`config.mk`:
```
export PLATFORM = sky130hd
export DESIGN_NAME = alu_mdu
export DESIGN_NICKNAME = d
export VERILOG_FILES = /design/src/rtl/alu_mdu.sv
export SDC_FILE = /design/constraint.sdc
export NUM_CORES = 1
export LEC_CHECK = 0
export CAP_MARGIN = 20
export CORE_MARGIN = 3
export CORE_UTILIZATION = 55
export CTS_CLUSTER_DIAMETER = 40
export CTS_CLUSTER_SIZE = 28
export DETAILED_ROUTE_END_ITERATION = 10
export DONT_BUFFER_PORTS = 1
export PLACE_DENSITY = 0.7
export SYNTH_ARGS = -nofsm -noshare
export SYNTH_HDL_FRONTEND = slang
export SYNTH_SLANG_ARGS = --single-unit
```
`constraint.sdc`:
```
create_clock -name i_CLK -period 3.3 [get_ports i_CLK]
set_input_delay 0.495 -clock i_CLK [delete_from_list [all_inputs] [get_ports i_CLK]]
set_output_delay 0.495 -clock i_CLK [all_outputs]
set_load 0.02 [all_outputs]
```
`src/rtl/alu_mdu.sv`:
```
// alu_mdu: registered integer ALU with an iterative unsigned multiply/divide unit.
//   i_CLK, i_RSTn      : clock (rising edge), asynchronous active-low reset
//   i_valid / o_ready  : operand handshake; accept = i_valid && o_ready at a rising edge
//   i_oper             : 000 ADD, 001 SUB, 010 AND, 011 POPCNT, 100 OR, 101 XOR, 110 MUL, 111 DIV
//   i_arg0 / i_arg1    : operands A / B
//   o_valid            : one-cycle pulse when o_result / o_result_hi / o_flag are updated
//   o_result           : low result / quotient
//   o_result_hi        : MUL high half / DIV remainder, zero for other ops
//   o_flag             : {DZ, Z, C, V}
// Single-cycle ops complete one edge after accept. MUL/DIV occupy the block for WIDTH
// iterations and complete at the WIDTH-th edge after accept.
module alu_mdu #(
    parameter int unsigned WIDTH = 8
) (
    input  logic             i_CLK,
    input  logic             i_RSTn,
    input  logic             i_valid,
    output logic             o_ready,
    input  logic [2:0]       i_oper,
    input  logic [WIDTH-1:0] i_arg0,
    input  logic [WIDTH-1:0] i_arg1,
    output logic             o_valid,
    output logic [WIDTH-1:0] o_result,
    output logic [WIDTH-1:0] o_result_hi,
    output logic [3:0]       o_flag
);

    localparam int unsigned MSB = WIDTH - 1;
    localparam int unsigned CW  = $clog2(WIDTH);
    localparam int unsigned PW  = 2 * WIDTH;
    localparam int unsigned PCW = $clog2(PW + 1);

    localparam logic [2:0] OP_ADD = 3'b000;
    localparam logic [2:0] OP_SUB = 3'b001;
    localparam logic [2:0] OP_AND = 3'b010;
    localparam logic [2:0] OP_POP = 3'b011;
    localparam logic [2:0] OP_OR  = 3'b100;
    localparam logic [2:0] OP_XOR = 3'b101;
    localparam logic [2:0] OP_MUL = 3'b110;
    localparam logic [2:0] OP_DIV = 3'b111;

    typedef enum logic {
        IDLE,
        BUSY
    } state_t;

    state_t           state_q, state_d;
    logic [CW-1:0]    cnt_q, cnt_d;
    logic [WIDTH-1:0] hi_q, hi_d;         // MUL partial-product high / DIV partial remainder
    logic [WIDTH-1:0] lo_q, lo_d;         // MUL multiplier/product low / DIV dividend/quotient
    logic [WIDTH-1:0] opnd_q, opnd_d;     // MUL multiplicand / DIV divisor
    logic             is_div_q, is_div_d;
    logic             valid_q, valid_d;
    logic [WIDTH-1:0] result_q, result_d;
    logic [WIDTH-1:0] result_hi_q, result_hi_d;
    logic [3:0]       flag_q, flag_d;

    // Single-cycle datapath, evaluated straight from the input operands
    logic [WIDTH:0]   add_w, sub_w;
    logic [PW-1:0]    pop_src;
    logic [PCW-1:0]   pop_cnt;
    logic [WIDTH-1:0] sc_res, sc_hi;
    logic             sc_c, sc_v, sc_dz;

    always_comb begin
        add_w   = {1'b0, i_arg0} + {1'b0, i_arg1};
        sub_w   = {1'b0, i_arg0} - {1'b0, i_arg1};
        pop_src = {i_arg1, i_arg0};
        pop_cnt = '0;
        sc_res  = '0;
        sc_hi   = '0;
        sc_c    = 1'b0;
        sc_v    = 1'b0;
        sc_dz   = 1'b0;
        for (int i = 0; i < int'(PW); i++) begin
            pop_cnt = pop_cnt + PCW'(pop_src[i]);
        end
        case (i_oper)
            OP_ADD: begin
                sc_res = add_w[WIDTH-1:0];
                sc_c   = add_w[WIDTH];
                sc_v   = (i_arg0[MSB] == i_arg1[MSB]) && (add_w[MSB] != i_arg0[MSB]);
            end
            OP_SUB: begin
                sc_res = sub_w[WIDTH-1:0];
                sc_c   = sub_w[WIDTH];    // borrow out == A < B unsigned
                sc_v   = (i_arg0[MSB] != i_arg1[MSB]) && (sub_w[MSB] != i_arg0[MSB]);
            end
            OP_AND: sc_res = i_arg0 & i_arg1;
            OP_POP: sc_res = WIDTH'(pop_cnt);
            OP_OR:  sc_res = i_arg0 | i_arg1;
            OP_XOR: sc_res = i_arg0 ^ i_arg1;
            OP_DIV: begin
                // Only reached as a single-cycle op when the divisor is zero
                sc_res = '1;
                sc_hi  = i_arg0;
                sc_dz  = 1'b1;
            end
            default: ;
        endcase
    end

    // One MUL or DIV iteration from the current working registers
    logic [WIDTH:0]   mul_sum;
    logic [WIDTH:0]   div_sh;
    logic             div_ge;
    logic [WIDTH-1:0] step_hi, step_lo;

    always_comb begin
        mul_sum = {1'b0, hi_q} + (lo_q[0] ? {1'b0, opnd_q} : '0);
        div_sh  = {hi_q, lo_q[MSB]};
        div_ge  = div_sh >= {1'b0, opnd_q};
        step_hi = mul_sum[WIDTH:1];
        step_lo = {mul_sum[0], lo_q[WIDTH-1:1]};
        if (is_div_q) begin
            // Remainder < divisor, so a WIDTH-bit subtract is exact
            step_hi = div_ge ? (div_sh[WIDTH-1:0] - opnd_q) : div_sh[WIDTH-1:0];
            step_lo = {lo_q[WIDTH-2:0], div_ge};
        end
    end

    // Next-state and output logic
    always_comb begin
        state_d     = state_q;
        cnt_d       = cnt_q;
        hi_d        = hi_q;
        lo_d        = lo_q;
        opnd_d      = opnd_q;
        is_div_d    = is_div_q;
        valid_d     = 1'b0;
        result_d    = result_q;
        result_hi_d = result_hi_q;
        flag_d      = flag_q;
        case (state_q)
            IDLE: begin
                if (i_valid) begin
                    if (i_oper == OP_MUL) begin
                        state_d  = BUSY;
                        cnt_d    = CW'(WIDTH - 1);
                        hi_d     = '0;
                        lo_d     = i_arg1;
                        opnd_d   = i_arg0;
                        is_div_d = 1'b0;
                    end else if (i_oper == OP_DIV && i_arg1 != '0) begin
                        state_d  = BUSY;
                        cnt_d    = CW'(WIDTH - 1);
                        hi_d     = '0;
                        lo_d     = i_arg0;
                        opnd_d   = i_arg1;
                        is_div_d = 1'b1;
                    end else begin
                        valid_d     = 1'b1;
                        result_d    = sc_res;
                        result_hi_d = sc_hi;
                        flag_d      = {sc_dz, (sc_res == '0) && !sc_dz, sc_c, sc_v};
                    end
                end
            end
            BUSY: begin
                hi_d  = step_hi;
                lo_d  = step_lo;
                cnt_d = cnt_q - CW'(1);
                if (cnt_q == '0) begin
                    state_d     = IDLE;
                    cnt_d       = '0;
                    valid_d     = 1'b1;
                    result_d    = step_lo;
                    result_hi_d = step_hi;
                    if (is_div_q) begin
                        flag_d = {1'b0, step_lo == '0, 1'b0, 1'b0};
                    end else begin
                        flag_d = {1'b0, {step_hi, step_lo} == '0, step_hi != '0, 1'b0};
                    end
                end
            end
            default: state_d = IDLE;
        endcase
    end

    // State and datapath registers
    always_ff @(posedge i_CLK or negedge i_RSTn) begin
        if (!i_RSTn) begin
            state_q     <= IDLE;
            cnt_q       <= '0;
            hi_q        <= '0;
            lo_q        <= '0;
            opnd_q      <= '0;
            is_div_q    <= 1'b0;
            valid_q     <= 1'b0;
            result_q    <= '0;
            result_hi_q <= '0;
            flag_q      <= '0;
        end else begin
            state_q     <= state_d;
            cnt_q       <= cnt_d;
            hi_q        <= hi_d;
            lo_q        <= lo_d;
            opnd_q      <= opnd_d;
            is_div_q    <= is_div_d;
            valid_q     <= valid_d;
            result_q    <= result_d;
            result_hi_q <= result_hi_d;
            flag_q      <= flag_d;
        end
    end

    assign o_ready     = (state_q == IDLE);
    assign o_valid     = valid_q;
    assign o_result    = result_q;
    assign o_result_hi = result_hi_q;
    assign o_flag      = flag_q;

endmodule
```
# Word level (Yosys, flattened, before mapping)
# Cells that the tools add are included.
# word_totals
regBits,50
in_bits,22
# classes
mux,52
n_eq_ne,16
n_reduce_logical,16
order_cmp,1
bitwise,4
add_sub_neg,20
# op_table
op,count
8-bit 2-to-1 mux,21
8-bit one-hot mux with 2 select lines,4
8-bit one-hot mux with 7 select lines,1
5-bit by 1-bit adder with 5-bit output,11
8-bit by 8-bit adder with 9-bit output,2
16-bit logical NOT,1
8-bit logical NOT,2
4-bit 2-to-1 mux,4
8-bit nonzero test,2
3-bit 2-to-1 mux,5
3-bit equality test (second input constant),4
1-bit 2-to-1 mux,11
9-bit by 8-bit >= comparator with 1-bit output,1
8-bit by 8-bit subtractor with 9-bit output,1
8-bit AND,1
8-bit OR,1
1-bit one-hot mux with 2 select lines,4
4-bit one-hot mux with 2 select lines,1
8-bit subtractor,1
8-bit bitwise XOR,1
3-bit by 2-bit equality test with 1-bit output (second input constant),2
3-bit logical NOT,2
2-bit inequality test (second input constant),3
3-bit one-hot mux with 2 select lines,1
other kinds (17),22

# Depth between registers and ports, before layout
# depth
depth_word,22
mapped_depth,17

# Least setup slack after synthesis
# OpenSTA, ideal clock, no wires.
# synth_timing
path_type,input port to flip-flop
startpoint,input i_arg0[0]
endpoint,"register flag_q[2], in the netlist o_flag[2]"
n_path_buf,0
cell_stages,15
required_time_ns,3.196
t_arrival_ns,4.470
setup_time_ns,0.104
setup_slack_ns,-1.274
cell_sequence,inv_1 > fa_1 > fa_1 > fa_1 > fa_1 > inv_1 > ha_1 > a21o_1 > a21oi_2 > xnor2_1 > a221o_1 > a222oi_1 > nand3_1 > or4_1 > o311ai_1
# synth_via
elab_chain_len,22
elab_cells_between_ends,27
cone_classes,17 x add/sub; 5 x mux; 3 x bitwise; 2 x reduce/logical
# synth_rtl
element,line,text
"start, declared",20,"input logic [WIDTH-1:0] i_arg0,"
1-bit by 1-bit adder with 2-bit output,76,pop_cnt = pop_cnt + PCW'(pop_src[i]);
2-bit by 1-bit adder with 3-bit output,76,
3-bit by 1-bit adder with 4-bit output,76,
4-bit by 1-bit adder with 5-bit output,76,
5-bit by 1-bit adder with 5-bit output (11 in series),76,
8-bit one-hot mux with 7 select lines *,78,case (i_oper)
8-bit logical NOT *,155,"flag_d = {sc_dz, (sc_res == '0) && !sc_dz, sc_c, sc_v};"
1-bit logical AND *,155,
4-bit 2-to-1 mux *,144,end else if (i_oper == OP_DIV && i_arg1 != '0) begin
4-bit 2-to-1 mux *,137,if (i_oper == OP_MUL) begin
4-bit 2-to-1 mux *,136,if (i_valid) begin
4-bit one-hot mux with 2 select lines *,134,case (state_q)
"end signal, assigned",203,flag_q <= flag_d;
"end, declared",56,"logic [3:0] flag_q, flag_d;"
# Mark *: on every way between the ends. The rest lies on a longest branch, timed or not. The select of a mux whose other input is x is not followed.
# A chain may end at the register's enable or synchronous reset.

# Worst setup path in the final report
# layout_timing
startpoint,input i_arg1[1]
endpoint,"register flag_q[2], in the netlist o_flag[2]"
# layout_via
elab_chain_len,14
elab_cells_between_ends,23
cone_classes,9 x add/sub; 1 x eq/ne; 5 x mux; 3 x bitwise; 5 x reduce/logical
# layout_rtl
element,line,text
"start, declared",21,"input logic [WIDTH-1:0] i_arg1,"
5-bit by 1-bit adder with 5-bit output (7 in series),76,
8-bit one-hot mux with 7 select lines,78,
8-bit logical NOT,155,
1-bit logical AND,155,
4-bit 2-to-1 mux,144,
4-bit 2-to-1 mux,137,
4-bit 2-to-1 mux,136,
4-bit one-hot mux with 2 select lines,134,
# Parallel ways exist; a longest one is shown, timed or not. The select of a mux whose other input is x is not followed.

==> impl_metrics.ini <==
[status]
run_status = finished, violations left
violations = setup timing

[clock_network]
cts_tree = built
cts_buffers = 5
clockBufferDepth = 2
clock-sinks = 50
clk_pin_slew_ns = 0.10
cts-root-buf = clkbuf_8
insertion_delay_ns = 0.32
htree_num_levels = 2

[timing]
clock_skew_ns = 0.009442
setup_tns_ns = -3.436
post-route-period-util = 1.298
finalSetupViolCount = 6
finalWorstPathRequiredPeriod_ns = 4.283
hold_viol = 0
fin_ws_ns = -0.9831
rsz0062_at_grt = true
max_freq_mhz = 233.5
worstMarginPinSlew_ns = 0.7347
max_slew_margin = 0.5064
drv_slew = 0

[synth]
synth_area_leaders = dfrtp_1 (26%), ha_1 (12%), a21oi_1 (6.2%), fa_1 (5.8%), nand2_1 (5.0%)
synthTopCellsByCount = nand2_1 (65), nor2_1 (65), a21oi_1 (60)
synth.yosys.seq_area_share = 0.2586
synth_edf_count = 0
synth_async_sr_flop_share = 1.000
ys_ff_latch = 50
synth_top_area_share = 0.2586
yosysTopAreaCell = dfrtp_1
synthFlopType = dfrtp_1
syn_area_um2 = 4838
synth_cell_types = 66
yosysWarnings = 0
avgSynthCellArea_um2 = 7.945
synth_fp_nets = 692
syn_inst = 609

[power_and_ir_drop]
combPwrFrac = 0.650
power_w = 0.004874
ir_drop_v = 0.0004305
cell_internal_pwr_w = 0.002449
power.switching_w = 0.002424
leakage_nw = 2.492
swShare = 0.4974
power.density_nw_per_um2 = 913.1
sequentialPowerShare = 0.270
clock_power_share = 0.080

[routing]
dr_total_vias = 4567
routed_wl_um = 14400
postRouteAntennaNets = 0
dr.pass1.iters = 5
drc = 0
vias_per_cell = 6.308
drt-initial-drc-count = 351
wl_per_cell_um = 19.90

[worst_setup_path]
crit_top_cell = fa_2
reg2reg_depth = 9
critPathLaunchType = input port
critical_path_class = input port to flop
crit_arrival_ns = 4.51
slowest_stage = fa_2
crit_required_ns = 3.53
path_cells = clkinvlp_4 > fa_1 > fa_2 > fa_2 > fa_2 > inv_2 > ha_4 > fa_2 > mux2i_1 > nor2_1 > a31oi_1 > o211ai_1 > nor3_1 > nand3_1 > or4_1 > o311ai_1
critPathMaxStageDelay_ns = 0.55
crit_path_max_fanout = 5
endpoint_kind = flop

[placed_design]
dp.final_hpwl_um = 11360
numPortBuffers = 0
dp.cells = 712
gp_congestion = 0.9696

[floorplan]
die_area_um2 = 9958
fp.coreArea_um2 = 8382
initial_utilization = 0.5773
io-pin-count = 44
die_h_um = 99.79
std_cell_rows = 33
die_x_um = 99.79

[global_routing]
grt_use_total = 0.2971
antenna_found_initial = 0
overflow = 0
grt_pass1_wl_um = 23180
grt_max_degree = 51
grt_pass1_vias = 4450

[run]
drv_cap = 0

[cells_and_area]
layout.cells.non_filler = 724
nets = 701
syn2layout_area_growth_pct = 10.32
num_antenna_cells = 0
drive_above_1_share = 0.1309

[worst_hold_path]
hold_class = input port to asynchronous set/reset pin
metal layers:
layer | global-route usage | vias to the layer above | part of all wire
met5 | 0 | - | 0
met4 | 0.07248 | 0 | 0.025
met3 | 0.07019 | 36 | 0.093
met2 | 0.4669 | 197 | 0.44
met1 | 0.4148 | 2180 | 0.44
li1 | - | 2154 | -
cell usage in the layout, fill, tap and decap left out, drive strengths merged, types with 5 or more instances in the layout:
cell type / n
mux2i: 17
dfrtp: 50
inv: 53
nand2b: 7
nor3: 8
fa: 14
nand3: 12
xnor2: 9
a21oi: 61
o221ai: 5
and2: 10
nand2: 65
nor2: 65
a31oi: 9
buf: 34
o21ai: 38
a21o: 11
clkbuf: 5
o22ai: 5
ha: 47
a211oi: 11
nor2b: 5
o211ai: 15
per-stage QoR:
step                cell area, um^2  setup slack [ns]    util  hold slack (ns)
detailed placement             5094            -1.344  0.6077           0.2006
floorplan                      4862            -1.123       -           0.1994
global placement               5094            -1.217  0.6077           0.2006
finish                         5338           -0.9831  0.6368          0.01909
CTS                            5275           -0.9669  0.6293          0.02406
global route                   5338            -1.111  0.6368          0.02241
area by class of cell:
type                            instances  area, um^2
Fill cell                             762        3044
Timing Repair Buffer                   34       282.8
Sequential cell                        50        1251
Multi-Input combinational cell        474        3369
Clock inverter                          3       28.78
Tap cell                              105       131.4
Clock buffer                            5       68.82
Inverter                               53       205.2
cells by family (layout without fill, tap and decap cells):
family	count (synthesis)	count (layout)	share of synthesized area
AOI/OAI and AO/OA	186	186	0.2444
xor gates and xnor gates	12	12	0.02172
adders and majority gates	61	61	0.1795
buffers and inverters	85	95	0.06775
DFF	50	50	0.2586
muxes	21	21	0.04448
and+or+nand+nor	194	194	0.1836
timing repair:
item,4_1_cts,5_1_grt
hold buffers,1,0
setup buffers,2,2
setup endpoints to repair,6,6
pin swaps,8,10
hold endpoints to repair,50,0
resized for setup,9,16
worst paths after layout:
check,start,endpoint,slack [ns]
min in group i_CLK,i_arg0[5],o_result_hi[5],0.32
worst min register to register,cnt_q[0],cnt_q[0],0.52
worst max register to register,hi_q[1],o_result_hi[2],0.63
max in group asynchronous,i_RSTn,opnd_q[2],3.07
worst min-delay path,i_RSTn,o_result[0],0.02
worst max-delay path,i_arg1[1],o_flag[2],-0.98
registers in the layout, summed over array words and instances (netlist names):
| register | count |
|---|---|
| o_flag | 4 |
| is_div_q | 1 |
| lo_q | 8 |
| o_result_hi | 8 |
| opnd_q | 8 |
| o_result | 8 |
| state_q | 1 |
| cnt_q | 3 |
| o_valid | 1 |
| hi_q | 8 |
critical path: cells and delay by family:
kind / cells / cell delay, ns
adder cells (fa/ha/maj): 6 / 2.56
AND/OR/NAND/NOR: 4 / 0.79
AO/OA/AOI/OAI: 3 / 0.40
multiplexers: 1 / 0.17
buffers and inverters: 2 / 0.11
power by group through the flow:
stage / Combinational (W) / Sequential, W / Clock, W
6_report: 0.00317 / 0.00132 / 0.000392
5_1_grt: 0.00352 / 0.00135 / 0.000422
4_1_cts: 0.00304 / 0.00131 / 0.000390
3_5_place_dp: 0.00296 / 0.00132 / 0
3_3_place_gp: 0.00287 / 0.00132 / 0
2_1_floorplan: 0.00226 / 0.00123 / 0
No activity file was read; power rests on OpenSTA's default activity.
